### src/rtl/mips_ctrl_pkg.sv
// Shared definitions for the MIPS multi-cycle controller: instruction field
// codes, ALU operation codes, datapath select codes and the state encoding.
package mips_ctrl_pkg;

    // Primary opcodes (IR[31:26])
    localparam logic [5:0] OP_RTYPE = 6'b000000;
    localparam logic [5:0] OP_J     = 6'b000010;
    localparam logic [5:0] OP_JAL   = 6'b000011;
    localparam logic [5:0] OP_BEQ   = 6'b000100;
    localparam logic [5:0] OP_ORI   = 6'b001101;
    localparam logic [5:0] OP_LUI   = 6'b001111;
    localparam logic [5:0] OP_LW    = 6'b100011;
    localparam logic [5:0] OP_SW    = 6'b101011;

    // R-type function codes (IR[5:0])
    localparam logic [5:0] FN_NOP   = 6'b000000;
    localparam logic [5:0] FN_JR    = 6'b001000;
    localparam logic [5:0] FN_ADDU  = 6'b100001;
    localparam logic [5:0] FN_SUBU  = 6'b100011;
    localparam logic [5:0] FN_AND   = 6'b100100;
    localparam logic [5:0] FN_OR    = 6'b100101;
    localparam logic [5:0] FN_SLT   = 6'b101010;

    // ALU operations
    localparam logic [2:0] ALU_AND  = 3'b000;
    localparam logic [2:0] ALU_OR   = 3'b001;
    localparam logic [2:0] ALU_ADD  = 3'b010;
    localparam logic [2:0] ALU_LUI  = 3'b100;
    localparam logic [2:0] ALU_SUB  = 3'b110;
    localparam logic [2:0] ALU_SLT  = 3'b111;

    // Write register select
    localparam logic [1:0] REG_DST_RT = 2'd0;
    localparam logic [1:0] REG_DST_RD = 2'd1;
    localparam logic [1:0] REG_DST_RA = 2'd2;

    // Write data select
    localparam logic [1:0] MTR_ALUOUT = 2'd0;
    localparam logic [1:0] MTR_MDR    = 2'd1;
    localparam logic [1:0] MTR_PC     = 2'd2;

    // ALU B select
    localparam logic [1:0] SRCB_RT      = 2'd0;
    localparam logic [1:0] SRCB_FOUR    = 2'd1;
    localparam logic [1:0] SRCB_IMM     = 2'd2;
    localparam logic [1:0] SRCB_IMM_SH2 = 2'd3;

    // Next-PC select
    localparam logic [1:0] PCSRC_ALU    = 2'd0;
    localparam logic [1:0] PCSRC_ALUOUT = 2'd1;
    localparam logic [1:0] PCSRC_JUMP   = 2'd2;
    localparam logic [1:0] PCSRC_RS     = 2'd3;

    typedef enum logic [3:0] {
        S_FETCH    = 4'h0,
        S_DECODE   = 4'h1,
        S_MEM_ADDR = 4'h2,
        S_MEM_RD   = 4'h3,
        S_MEM_WB   = 4'h4,
        S_MEM_WR   = 4'h5,
        S_EXEC_R   = 4'h6,
        S_R_WB     = 4'h7,
        S_EXEC_I   = 4'h8,
        S_I_WB     = 4'h9,
        S_BRANCH   = 4'hA,
        S_JUMP     = 4'hB,
        S_JAL      = 4'hC,
        S_JR       = 4'hD,
        S_ERR      = 4'hF
    } state_e;

    // What the ALU is being used for in the current state; the ALU decoder
    // turns this plus the instruction fields into an operation code.
    typedef enum logic [2:0] {
        CLS_NONE  = 3'd0,
        CLS_ADD   = 3'd1,
        CLS_SUB   = 3'd2,
        CLS_FUNCT = 3'd3,
        CLS_IMM   = 3'd4
    } alu_class_e;

    // States that stall on the memory handshake and are covered by the
    // wait counter.
    function automatic logic is_wait_state(input state_e s);
        return (s == S_FETCH) || (s == S_MEM_RD) || (s == S_MEM_WR);
    endfunction

endpackage

### src/rtl/multicycle_ctrl_if.sv
// Controller <-> datapath/memory bundle.
//   master : the controller (drives controls, receives IR fields/flags)
//   slave  : the datapath side
interface multicycle_ctrl_if;
    logic [5:0] opcode;
    logic [5:0] funct;
    logic       zero;
    logic       mem_ready;

    logic       pc_write;
    logic       iord;
    logic       mem_read;
    logic       mem_write;
    logic       ir_write;
    logic [1:0] reg_dst;
    logic [1:0] mem_to_reg;
    logic       reg_write;
    logic       alu_src_a;
    logic [1:0] alu_src_b;
    logic       ext_zero;
    logic [2:0] alu_control;
    logic [1:0] pc_source;
    logic       instr_done;
    logic       err;
    logic [3:0] state;

    modport master (
        input  opcode, funct, zero, mem_ready,
        output pc_write, iord, mem_read, mem_write, ir_write, reg_dst,
               mem_to_reg, reg_write, alu_src_a, alu_src_b, ext_zero,
               alu_control, pc_source, instr_done, err, state
    );

    modport slave (
        output opcode, funct, zero, mem_ready,
        input  pc_write, iord, mem_read, mem_write, ir_write, reg_dst,
               mem_to_reg, reg_write, alu_src_a, alu_src_b, ext_zero,
               alu_control, pc_source, instr_done, err, state
    );
endinterface

### src/rtl/mc_alu_decode.sv
// Combinational ALU operation decoder, shared with the single-cycle core.
//   cls_i         : how the ALU is used this cycle
//   opcode_i      : IR[31:26]
//   funct_i       : IR[5:0]
//   alu_control_o : ALU operation code
module mc_alu_decode
    import mips_ctrl_pkg::*;
(
    input  alu_class_e cls_i,
    input  logic [5:0] opcode_i,
    input  logic [5:0] funct_i,
    output logic [2:0] alu_control_o
);

    always_comb begin
        alu_control_o = ALU_AND;
        case (cls_i)
            CLS_ADD: alu_control_o = ALU_ADD;
            CLS_SUB: alu_control_o = ALU_SUB;
            CLS_FUNCT: begin
                case (funct_i)
                    FN_ADDU: alu_control_o = ALU_ADD;
                    FN_SUBU: alu_control_o = ALU_SUB;
                    FN_AND:  alu_control_o = ALU_AND;
                    FN_OR:   alu_control_o = ALU_OR;
                    FN_SLT:  alu_control_o = ALU_SLT;
                    default: alu_control_o = ALU_ADD;
                endcase
            end
            CLS_IMM: alu_control_o = (opcode_i == OP_LUI) ? ALU_LUI : ALU_OR;
            default: alu_control_o = ALU_AND;
        endcase
    end

endmodule

### src/rtl/multicycle_ctrl.sv
// Multi-cycle MIPS control sequencer (Moore FSM) with bounded memory waits.
//   clk   : system clock, rising edge
//   reset : asynchronous active-low reset; all controls read 0 while low
//   ctrl  : master side of multicycle_ctrl_if (IR fields, flags, controls)
// WAIT_W must satisfy 2**WAIT_W > WAIT_LIMIT.
//
// state    | meaning
// ---------+------------------------------------------------------
// FETCH    | read IR from mem[PC], PC <= PC+4 when mem_ready
// DECODE   | branch target into ALUOut, dispatch on opcode/funct
// MEM_ADDR | effective address for lw/sw
// MEM_RD   | load access, wait for mem_ready
// MEM_WB   | MDR -> rt
// MEM_WR   | store access, wait for mem_ready
// EXEC_R   | R-type ALU operation
// R_WB     | ALUOut -> rd
// EXEC_I   | ori/lui ALU operation (zero-extended imm)
// I_WB     | ALUOut -> rt
// BRANCH   | beq compare, PC <= ALUOut if equal
// JUMP     | PC <= jump target
// JAL      | $31 <= PC, PC <= jump target
// JR       | PC <= rs
// ERR      | sticky: memory timeout or illegal instruction
module multicycle_ctrl
    import mips_ctrl_pkg::*;
#(
    parameter int WAIT_LIMIT = 15,
    parameter int WAIT_W     = 4
) (
    input  logic              clk,
    input  logic              reset,
    multicycle_ctrl_if.master ctrl
);

    localparam logic [WAIT_W-1:0] WAIT_LIMIT_C = WAIT_LIMIT[WAIT_W-1:0];

    state_e            state_q, state_d;
    logic [WAIT_W-1:0] wait_q, wait_d;

    alu_class_e alu_cls;
    logic [2:0] alu_ctrl;

    logic       pc_write_c, iord_c, mem_read_c, mem_write_c, ir_write_c;
    logic [1:0] reg_dst_c, mem_to_reg_c, alu_src_b_c, pc_source_c;
    logic       reg_write_c, alu_src_a_c, ext_zero_c, instr_done_c, err_c;

    always_ff @(posedge clk or negedge reset) begin
        if (!reset) begin
            state_q <= S_FETCH;
            wait_q  <= '0;
        end else begin
            state_q <= state_d;
            wait_q  <= wait_d;
        end
    end

    always_comb begin
        state_d      = state_q;
        wait_d       = wait_q;
        alu_cls      = CLS_NONE;
        pc_write_c   = 1'b0;
        iord_c       = 1'b0;
        mem_read_c   = 1'b0;
        mem_write_c  = 1'b0;
        ir_write_c   = 1'b0;
        reg_dst_c    = REG_DST_RT;
        mem_to_reg_c = MTR_ALUOUT;
        reg_write_c  = 1'b0;
        alu_src_a_c  = 1'b0;
        alu_src_b_c  = SRCB_RT;
        ext_zero_c   = 1'b0;
        pc_source_c  = PCSRC_ALU;
        instr_done_c = 1'b0;
        err_c        = 1'b0;

        case (state_q)
            S_FETCH: begin
                mem_read_c  = 1'b1;
                alu_src_b_c = SRCB_FOUR;
                alu_cls     = CLS_ADD;
                if (ctrl.mem_ready) begin
                    ir_write_c = 1'b1;
                    pc_write_c = 1'b1;
                    state_d    = S_DECODE;
                end else if (wait_q >= WAIT_LIMIT_C) begin
                    state_d = S_ERR;
                end
            end
            S_DECODE: begin
                alu_src_b_c = SRCB_IMM_SH2;
                alu_cls     = CLS_ADD;
                case (ctrl.opcode)
                    OP_RTYPE: begin
                        case (ctrl.funct)
                            FN_JR: state_d = S_JR;
                            FN_NOP: begin
                                state_d      = S_FETCH;
                                instr_done_c = 1'b1;
                            end
                            FN_ADDU, FN_SUBU, FN_AND, FN_OR, FN_SLT:
                                state_d = S_EXEC_R;
                            default: state_d = S_ERR;
                        endcase
                    end
                    OP_LW, OP_SW:   state_d = S_MEM_ADDR;
                    OP_ORI, OP_LUI: state_d = S_EXEC_I;
                    OP_BEQ:         state_d = S_BRANCH;
                    OP_J:           state_d = S_JUMP;
                    OP_JAL:         state_d = S_JAL;
                    default:        state_d = S_ERR;
                endcase
            end
            S_MEM_ADDR: begin
                alu_src_a_c = 1'b1;
                alu_src_b_c = SRCB_IMM;
                alu_cls     = CLS_ADD;
                if (ctrl.opcode == OP_LW)      state_d = S_MEM_RD;
                else if (ctrl.opcode == OP_SW) state_d = S_MEM_WR;
                else                           state_d = S_ERR;
            end
            S_MEM_RD: begin
                mem_read_c = 1'b1;
                iord_c     = 1'b1;
                if (ctrl.mem_ready)              state_d = S_MEM_WB;
                else if (wait_q >= WAIT_LIMIT_C) state_d = S_ERR;
            end
            S_MEM_WB: begin
                reg_write_c  = 1'b1;
                reg_dst_c    = REG_DST_RT;
                mem_to_reg_c = MTR_MDR;
                instr_done_c = 1'b1;
                state_d      = S_FETCH;
            end
            S_MEM_WR: begin
                mem_write_c = 1'b1;
                iord_c      = 1'b1;
                if (ctrl.mem_ready) begin
                    instr_done_c = 1'b1;
                    state_d      = S_FETCH;
                end else if (wait_q >= WAIT_LIMIT_C) begin
                    state_d = S_ERR;
                end
            end
            S_EXEC_R: begin
                alu_src_a_c = 1'b1;
                alu_src_b_c = SRCB_RT;
                alu_cls     = CLS_FUNCT;
                state_d     = S_R_WB;
            end
            S_R_WB: begin
                reg_write_c  = 1'b1;
                reg_dst_c    = REG_DST_RD;
                mem_to_reg_c = MTR_ALUOUT;
                instr_done_c = 1'b1;
                state_d      = S_FETCH;
            end
            S_EXEC_I: begin
                alu_src_a_c = 1'b1;
                alu_src_b_c = SRCB_IMM;
                ext_zero_c  = 1'b1;
                alu_cls     = CLS_IMM;
                state_d     = S_I_WB;
            end
            S_I_WB: begin
                reg_write_c  = 1'b1;
                reg_dst_c    = REG_DST_RT;
                mem_to_reg_c = MTR_ALUOUT;
                instr_done_c = 1'b1;
                state_d      = S_FETCH;
            end
            S_BRANCH: begin
                alu_src_a_c  = 1'b1;
                alu_src_b_c  = SRCB_RT;
                alu_cls      = CLS_SUB;
                pc_source_c  = PCSRC_ALUOUT;
                pc_write_c   = ctrl.zero;
                instr_done_c = 1'b1;
                state_d      = S_FETCH;
            end
            S_JUMP: begin
                pc_source_c  = PCSRC_JUMP;
                pc_write_c   = 1'b1;
                instr_done_c = 1'b1;
                state_d      = S_FETCH;
            end
            S_JAL: begin
                // PC already holds PC+4 from FETCH, which is the link value.
                pc_source_c  = PCSRC_JUMP;
                pc_write_c   = 1'b1;
                reg_write_c  = 1'b1;
                reg_dst_c    = REG_DST_RA;
                mem_to_reg_c = MTR_PC;
                instr_done_c = 1'b1;
                state_d      = S_FETCH;
            end
            S_JR: begin
                pc_source_c  = PCSRC_RS;
                pc_write_c   = 1'b1;
                instr_done_c = 1'b1;
                state_d      = S_FETCH;
            end
            S_ERR: begin
                err_c = 1'b1;
            end
            default: begin
                state_d = S_ERR;
            end
        endcase

        // Any state change restarts the count, so every stalling state
        // starts from zero on entry; mem_ready on the limit cycle still
        // completes the access because it is checked first above.
        if (state_d != state_q) begin
            wait_d = '0;
        end else if (is_wait_state(state_q) && !ctrl.mem_ready) begin
            wait_d = wait_q + 1'b1;
        end
    end

    mc_alu_decode u_alu_decode (
        .cls_i         (alu_cls),
        .opcode_i      (ctrl.opcode),
        .funct_i       (ctrl.funct),
        .alu_control_o (alu_ctrl)
    );

    // Controls are masked while reset is held so that FETCH does not issue
    // a memory read before the block is released.
    assign ctrl.pc_write    = reset & pc_write_c;
    assign ctrl.iord        = reset & iord_c;
    assign ctrl.mem_read    = reset & mem_read_c;
    assign ctrl.mem_write   = reset & mem_write_c;
    assign ctrl.ir_write    = reset & ir_write_c;
    assign ctrl.reg_dst     = reset ? reg_dst_c    : 2'b00;
    assign ctrl.mem_to_reg  = reset ? mem_to_reg_c : 2'b00;
    assign ctrl.reg_write   = reset & reg_write_c;
    assign ctrl.alu_src_a   = reset & alu_src_a_c;
    assign ctrl.alu_src_b   = reset ? alu_src_b_c  : 2'b00;
    assign ctrl.ext_zero    = reset & ext_zero_c;
    assign ctrl.alu_control = reset ? alu_ctrl     : 3'b000;
    assign ctrl.pc_source   = reset ? pc_source_c  : 2'b00;
    assign ctrl.instr_done  = reset & instr_done_c;
    assign ctrl.err         = reset & err_c;
    assign ctrl.state       = reset ? state_q      : 4'h0;

endmodule

### src/flat_wrapper.sv
// flat-port wrapper written by rule: the top's interface ports become plain ports
module multicycle_ctrl_flat import mips_ctrl_pkg::*;
#(
    parameter int WAIT_LIMIT = 15,
    parameter int WAIT_W     = 4
)
  (clk, reset, ctrl_opcode, ctrl_funct, ctrl_zero, ctrl_mem_ready, ctrl_pc_write, ctrl_iord, ctrl_mem_read, ctrl_mem_write, ctrl_ir_write, ctrl_reg_dst, ctrl_mem_to_reg, ctrl_reg_write, ctrl_alu_src_a, ctrl_alu_src_b, ctrl_ext_zero, ctrl_alu_control, ctrl_pc_source, ctrl_instr_done, ctrl_err, ctrl_state);
  multicycle_ctrl_if ctrl_i ();
  input  logic clk;
  input  logic reset;
  input wire logic [$bits(ctrl_i.opcode)-1:0] ctrl_opcode;
  input wire logic [$bits(ctrl_i.funct)-1:0] ctrl_funct;
  input wire logic [$bits(ctrl_i.zero)-1:0] ctrl_zero;
  input wire logic [$bits(ctrl_i.mem_ready)-1:0] ctrl_mem_ready;
  output wire logic [$bits(ctrl_i.pc_write)-1:0] ctrl_pc_write;
  output wire logic [$bits(ctrl_i.iord)-1:0] ctrl_iord;
  output wire logic [$bits(ctrl_i.mem_read)-1:0] ctrl_mem_read;
  output wire logic [$bits(ctrl_i.mem_write)-1:0] ctrl_mem_write;
  output wire logic [$bits(ctrl_i.ir_write)-1:0] ctrl_ir_write;
  output wire logic [$bits(ctrl_i.reg_dst)-1:0] ctrl_reg_dst;
  output wire logic [$bits(ctrl_i.mem_to_reg)-1:0] ctrl_mem_to_reg;
  output wire logic [$bits(ctrl_i.reg_write)-1:0] ctrl_reg_write;
  output wire logic [$bits(ctrl_i.alu_src_a)-1:0] ctrl_alu_src_a;
  output wire logic [$bits(ctrl_i.alu_src_b)-1:0] ctrl_alu_src_b;
  output wire logic [$bits(ctrl_i.ext_zero)-1:0] ctrl_ext_zero;
  output wire logic [$bits(ctrl_i.alu_control)-1:0] ctrl_alu_control;
  output wire logic [$bits(ctrl_i.pc_source)-1:0] ctrl_pc_source;
  output wire logic [$bits(ctrl_i.instr_done)-1:0] ctrl_instr_done;
  output wire logic [$bits(ctrl_i.err)-1:0] ctrl_err;
  output wire logic [$bits(ctrl_i.state)-1:0] ctrl_state;
  assign ctrl_i.opcode = ctrl_opcode;
  assign ctrl_i.funct = ctrl_funct;
  assign ctrl_i.zero = ctrl_zero;
  assign ctrl_i.mem_ready = ctrl_mem_ready;
  assign ctrl_pc_write = ctrl_i.pc_write;
  assign ctrl_iord = ctrl_i.iord;
  assign ctrl_mem_read = ctrl_i.mem_read;
  assign ctrl_mem_write = ctrl_i.mem_write;
  assign ctrl_ir_write = ctrl_i.ir_write;
  assign ctrl_reg_dst = ctrl_i.reg_dst;
  assign ctrl_mem_to_reg = ctrl_i.mem_to_reg;
  assign ctrl_reg_write = ctrl_i.reg_write;
  assign ctrl_alu_src_a = ctrl_i.alu_src_a;
  assign ctrl_alu_src_b = ctrl_i.alu_src_b;
  assign ctrl_ext_zero = ctrl_i.ext_zero;
  assign ctrl_alu_control = ctrl_i.alu_control;
  assign ctrl_pc_source = ctrl_i.pc_source;
  assign ctrl_instr_done = ctrl_i.instr_done;
  assign ctrl_err = ctrl_i.err;
  assign ctrl_state = ctrl_i.state;
  multicycle_ctrl #(.WAIT_LIMIT(WAIT_LIMIT), .WAIT_W(WAIT_W)) u_core (.clk(clk), .reset(reset), .ctrl(ctrl_i));
endmodule
### config.mk
export PLATFORM = sky130hd
export DESIGN_NAME = multicycle_ctrl_flat
export DESIGN_NICKNAME = d
export VERILOG_FILES = /design/src/rtl/mips_ctrl_pkg.sv /design/src/rtl/multicycle_ctrl_if.sv /design/src/rtl/mc_alu_decode.sv /design/src/rtl/multicycle_ctrl.sv /design/src/flat_wrapper.sv
export SDC_FILE = /design/constraint.sdc
export NUM_CORES = 1
export LEC_CHECK = 0
export ABC_AREA = 1
export CAP_MARGIN = 40
export CORE_MARGIN = 2
export CORE_UTILIZATION = 44
export DETAILED_ROUTE_END_ITERATION = 7
export PLACE_DENSITY = 0.78
export SETUP_SLACK_MARGIN = 0.5
export SLEW_MARGIN = 5
export SYNTH_ARGS = -nofsm -noshare
export SYNTH_HDL_FRONTEND = slang
export SYNTH_SLANG_ARGS = --single-unit
### constraint.sdc
create_clock -name clk -period 3 [get_ports clk]
set_input_delay 0.6 -clock clk [delete_from_list [all_inputs] [get_ports clk]]
set_output_delay 0.6 -clock clk [all_outputs]
set_load 0.01 [all_outputs]
======== Word-level counts from Yosys, hierarchy flattened ========
Cells that the tools add are included.
operators by class
  $add $sub $neg .......................... 1
  magnitude comparators ................... 1
  equal/unequal tests ..................... 32
  muxes and demuxes ....................... 38
  bitwise gates (word level) .............. 10
  reductions and logical operators ........ 20
operators by type and width
  kind                  number
  $eq A6 B6 Y1 const B  7
  $mux W4               9
  $pmux W3 S4           3
  $pmux W4 S9           1
  $eq A4 B4 Y1 const B  7
  $pmux W4 S6           1
  $eq A6 B4 Y1 const B  3
  $eq A4 B3 Y1 const B  4
  $eq A6 B2 Y1 const B  2
  $logic_not A6 Y1      2
  $pmux W2 S3           2
  $pmux W4 S3           1
  $reduce_or A2 Y1      6
  $mux W1               11
  $and A1 B1 Y1         10
  $eq A4 B2 Y1 const B  2
  $mux W2               4
  $pmux W2 S2           2
  $reduce_or A4 Y1      2
  $reduce_or A7 Y1      1
  $eq A3 B2 Y1 const B  2
  $eq A6 B3 Y1 const B  1
  $mux W3               2
  $pmux W1 S3           2
  13 further kinds      15
storage, ports and cells
  bits in registers ....................... 8
  bits of input ports ..................... 16
  output and inout port bits .............. 25
  word-level logic and storage cells ...... 104

======== Depth between registers and ports, before layout ========
  word-level depth ........................ 7
  mapped depth ............................ 13
  gate-level depth less buffers ........... 13

======== Cells and area by module ========
From an unflattened synthesis, not the netlist that was laid out.
second synthesis, totals
  cells, all modules ...................... 257
  area total of the unflattened synthesis .. 1306.3 um^2
by module, submodules not included
  module           instances  cells an instance  area an instance (um^2)  seq. area each (um^2)
  multicycle_ctrl  1          220                1126.1                   200.2
  mc_alu_decode    1          37                 180.2                    0.0

======== Least setup slack after synthesis ========
No wires, ideal clock.
  path kind ............................... register -> output
  from .................................... register u_core.state_q[1]
  to ...................................... output port ctrl_alu_control[2]
  arrival time ............................ 1.357 ns
  slack ................................... 1.043 ns
  stages on the path, launching flop included .. 9
  path buffers ............................ 1
  path through ............................ dfrtp_1 -> buf_6 -> nor2_2 -> inv_1 -> nor2_1 -> inv_1 -> o21ai_0 -> a21oi_1 -> nor2_1
between the ends
  cells in the longest elaborated chain, start to end .. 6
  elaborated cells between the ends (all ways) .. 14
  classes of those cells .................. eq/ne: 9; mux: 3; reduce/logical: 2
ends and longest elaborated chain
  element                               RTL line                text
  start, declared                       multicycle_ctrl.sv:37   state_e state_q, state_d;
  start signal, assigned                multicycle_ctrl.sv:52   state_q <= state_d;
  $eq A4 B1 Y1 (tied with other cells)  multicycle_ctrl.sv:76   case (state_q)
  $reduce_or A3 Y1 (no source line)     --
  $pmux W3 S4 *                         multicycle_ctrl.sv:76
  $eq A3 B3 Y1 (tied with other cells)  mc_alu_decode.sv:17     case (cls_i)
  $pmux W3 S4 *                         mc_alu_decode.sv:17
  $mux W3 *                             multicycle_ctrl.sv:240  assign ctrl.alu_control = reset ? alu_ctrl : 3'b000;
  end, declared                         flat_wrapper.sv:26      output wire logic [$bits(ctrl_i.alu_control)-1:0] ctrl_alu_control;
Every way passes the cells marked *; elsewhere a longest branch is shown, timed or not.

======== Final worst setup path ========
  from .................................... input port ctrl_funct[4]
  to ...................................... output port ctrl_alu_control[0]
between the ends
  cells in the longest elaborated chain, start to end .. 4
  elaborated cells between the ends (all ways) .. 7
  classes of those cells .................. eq/ne: 4; mux: 3
ends and longest elaborated chain
  element          RTL line                text
  start, declared  flat_wrapper.sv:12      input wire logic [$bits(ctrl_i.funct)-1:0] ctrl_funct;
  $eq A6 B6 Y1     mc_alu_decode.sv:21     case (funct_i)
  $pmux W3 S4 *    mc_alu_decode.sv:21
  $pmux W3 S4 *    mc_alu_decode.sv:17
  $mux W3 *        multicycle_ctrl.sv:240
Marked as above.

==> flow_summary_export.csv <==
group,metric,value,unit
drt,wl_per_cell,11.52,µm
yosys,yosysMostFrequentCell,"nand2_1",
setup_path,crit_fanout,5,
floorplan,coreArea,0.002522,mm²
cells_and_area,fin_nets,286,
setup_path,crit_family,"buffers and inverters",
yosys,synth_top_area_cell,"dfrtp_1",
sta,hold_viol_final,0,
pwr,powerDensity,146.8,mW/mm²
clock_tree,root_buffer,"clkbuf_4",
floorplan,die_w,56.25,µm
drt,wl,3.421,mm
sta,tns,0,ns
yosys,ys.flop_type,"dfrtp_1",
global_route,track_usage,21.78,%
run,cap_violations,0,
place,dp.cells,286,
yosys,synth.distinct_cells,34,
sta,rsz0062_at_grt,"true",
yosys,syn_area,0.001201,mm²
drt,drc_errors,0,
sta,max_freq,405.3,MHz
outcome,status,"complete, no violations",
place,post-dp-hpwl,2.598,mm
pwr,leakagePower,0.9959,nW
floorplan,io_pins,41,
place,gp_congestion,0.8896,
sta,min_period,2.467,ns
cells_and_area,antenna_cells,0,
place,place.port_buffers,40,
yosys,synth_edf_count,0,
pwr,peakVddDrop,187.2,µV
yosys,synthTopCellsByArea,"dfrtp_1, nand2_1, inv_1, nor2_1, nand3_1",
setup_path,max_stage_delay,0.26,ns
sta,worst_slew_pin_slew,0.2775,ns
clock_tree,clock_latency,0.26,ns
yosys,yosys_warnings,0,
pwr,power,0.2660,mW
cells_and_area,fin_area,0.001812,mm²
setup_path,worstPathArrival,1.87,ns
clock_tree,cts_sinks,8,
clock_tree,h-tree-depth,1,
clock_tree,clk_pin_slew_worst_paths,0.05,ns
floorplan,start_util,47.62,%
global_route,grt_pass1_wl,5.685,mm
sta,slew_headroom,81.50,%
global_route,antenna_found_initial,0,
sta,setup_ws,0.5325,ns
yosys,yosysSeqAreaShare,16.67,%
global_route,grt_overflow_total,0,
cells_and_area,area_growth,50.83,%
hold_path,min_path_type,"register to register",
setup_path,worstSetupPathType,"primary input to output pin",
clock_tree,cts_tree,"built",
place,place_area,0.001673,mm²
yosys,postSynthAreaPerCell,5.693,µm²
yosys,syn_nets,228,
clock_tree,cts_buffers,3,
setup_path,critPathLaunchType,"primary input",
sta,slew_viol_final,0,
global_route,grt_max_degree,12,
yosys,synth_cells,211,
cells_and_area,fin_cells,297,
place,dp_slack,0.08078,ns
clock_tree,cts.hold.buffers_added,0,
drt,ant_nets,0,
sta,fin_crit_sh,82.25,%
yosys,netlist.area_leader.share,16.67,%
yosys,synthArstFlopShare,100.0,%
yosys,synth-seq-cells,8,
floorplan,die_h,56.25,µm
cells_and_area,drive_above_1_share,25.09,%
setup_path,rrSetupSlack,1.21,ns
cells_and_area,post-route-util,71.83,%
floorplan,num_rows,18,
drt,vias,1517,
setup_path,critical_path_buf_inv_count,4,
setup_path,crit_path_top_delay_cell,"dlygate4sd2_1",
global_route,grt_pass1_vias,1375,
floorplan,dieArea,0.003164,mm²
drt,viasPerCell,5.108,
clock_tree,ctsLongestPathBuffers,2,
setup_path,endpoint_kind,"output pin",
yosys,synth_common_cells,"nand2_1, inv_1, nor2_1, nand3_1, a21oi_1",
sta,setup_viol,0,
sta,fin_worst_skew,0.004298,ns
setup_path,crit_chain,"dlygate4sd2_1, inv_2, nand2_2, nor3_2, nand2_1, buf_6, a21oi_4, a22oi_2, nor2_1, buf_2",
setup_path,crit_required,2.40,ns
drt,drt_iter0_markers,49,
sta,holdWs,0.6306,ns
drt,first_pass_iters,4,
layout by cell type, fill, tap and decap left out, types with 2 or more instances in the layout:
cell and instances:
dfrtp_1 5, dlymetal6s2s_1 8, dfrtp_2 3, nand4_1 3, buf_4 14, nand2_1 50, nor3_1 8, buf_6 2
dlygate4sd2_1 22, nand2_2 8, nand3_2 3, o21ai_1 2, xor2_1 3, nor2_4 4, a21oi_1 9, nor3_4 2
clkbuf_4 3, inv_2 7, nand3_1 19, clkdlybuf4s50_1 6, nor2_2 11, inv_1 27, nor2_1 23, o21ai_0 4
clkbuf_2 2
cell type report:
| cell class | instances | area, µm² |
|---|---|---|
| fill | 235 | 710.7 |
| timing repair buffer | 56 | 505.5 |
| sequential | 8 | 203.9 |
| tap | 30 | 37.54 |
| multi-input combinational | 164 | 904.6 |
| inverter | 36 | 137.6 |
| clock buffer | 3 | 22.52 |
cells by family (layout without fill, tap and decap cells):
kind of cell	Yosys count	in the layout	synth area share, %
fa+ha+maj	1	1	1.042
simple gates	134	134	53.13
buf+inv	39	95	13.65
xor+xnor	3	3	2.188
compound gates	25	25	12.50
mux	1	1	0.8334
flops	8	8	16.67
sequential cells by signal, indices dropped and copies added, names as in the netlist:
name	flops
u_core.state_q	4
u_core.wait_q	4
worst reg2reg max path, stage by stage (launching register included):
cell,delay [ns]
dfrtp_2,0.45
buf_4,0.17
nand2_2,0.09
inv_1,0.06
nand2_2,0.10
nand3_2,0.13
nand2_4,0.12
nor2_4,0.04
nor3_4,0.14
nand3_1,0.09
nand2_1,0.09
nand2_2,0.08
nor3_1,0.14
metal layers:
metal	track usage (%)	up-vias	share of wire [%]
li1	-	793	-
met1	27.18	674	45
met2	38.32	42	48
met3	4.378	8	4.4
met4	5.102	0	1.9
met5	0	-	0
report_power, final:
group | switching, mW | leakage, nW | internal, mW
Clock | 0.0374 | 0.0138 | 0.0458
Sequential | 0 | 0.0900 | 0.108
Combinational | 0.0388 | 0.892 | 0.0360
final timing paths:
check                                             startpoint                           end  cells past startpoint
worst min-delay path            u_core.wait_q[1]$_DFFE_PN0P_  u_core.wait_q[1]$_DFFE_PN0P_                      2
worst max register to register   u_core.state_q[1]$_DFF_PN0_  u_core.wait_q[3]$_DFFE_PN0P_                     12
max in group asynchronous                              reset   u_core.state_q[3]$_DFF_PN0_                      4
worst min register to register  u_core.wait_q[1]$_DFFE_PN0P_  u_core.wait_q[1]$_DFFE_PN0P_                      2
min in group asynchronous                              reset  u_core.wait_q[1]$_DFFE_PN0P_                      4
worst max-delay path                           ctrl_funct[4]           ctrl_alu_control[0]                     10
timing repair:
| item | in CTS | in global routing |
|---|---|---|
| buffers inserted | 5 | 3 |
| resized for setup | 47 | 22 |
| endpoints found under the setup margin | 24 | 6 |
| pin swaps | 3 | 5 |
Note: power is estimated with default switching activity, not from simulation.
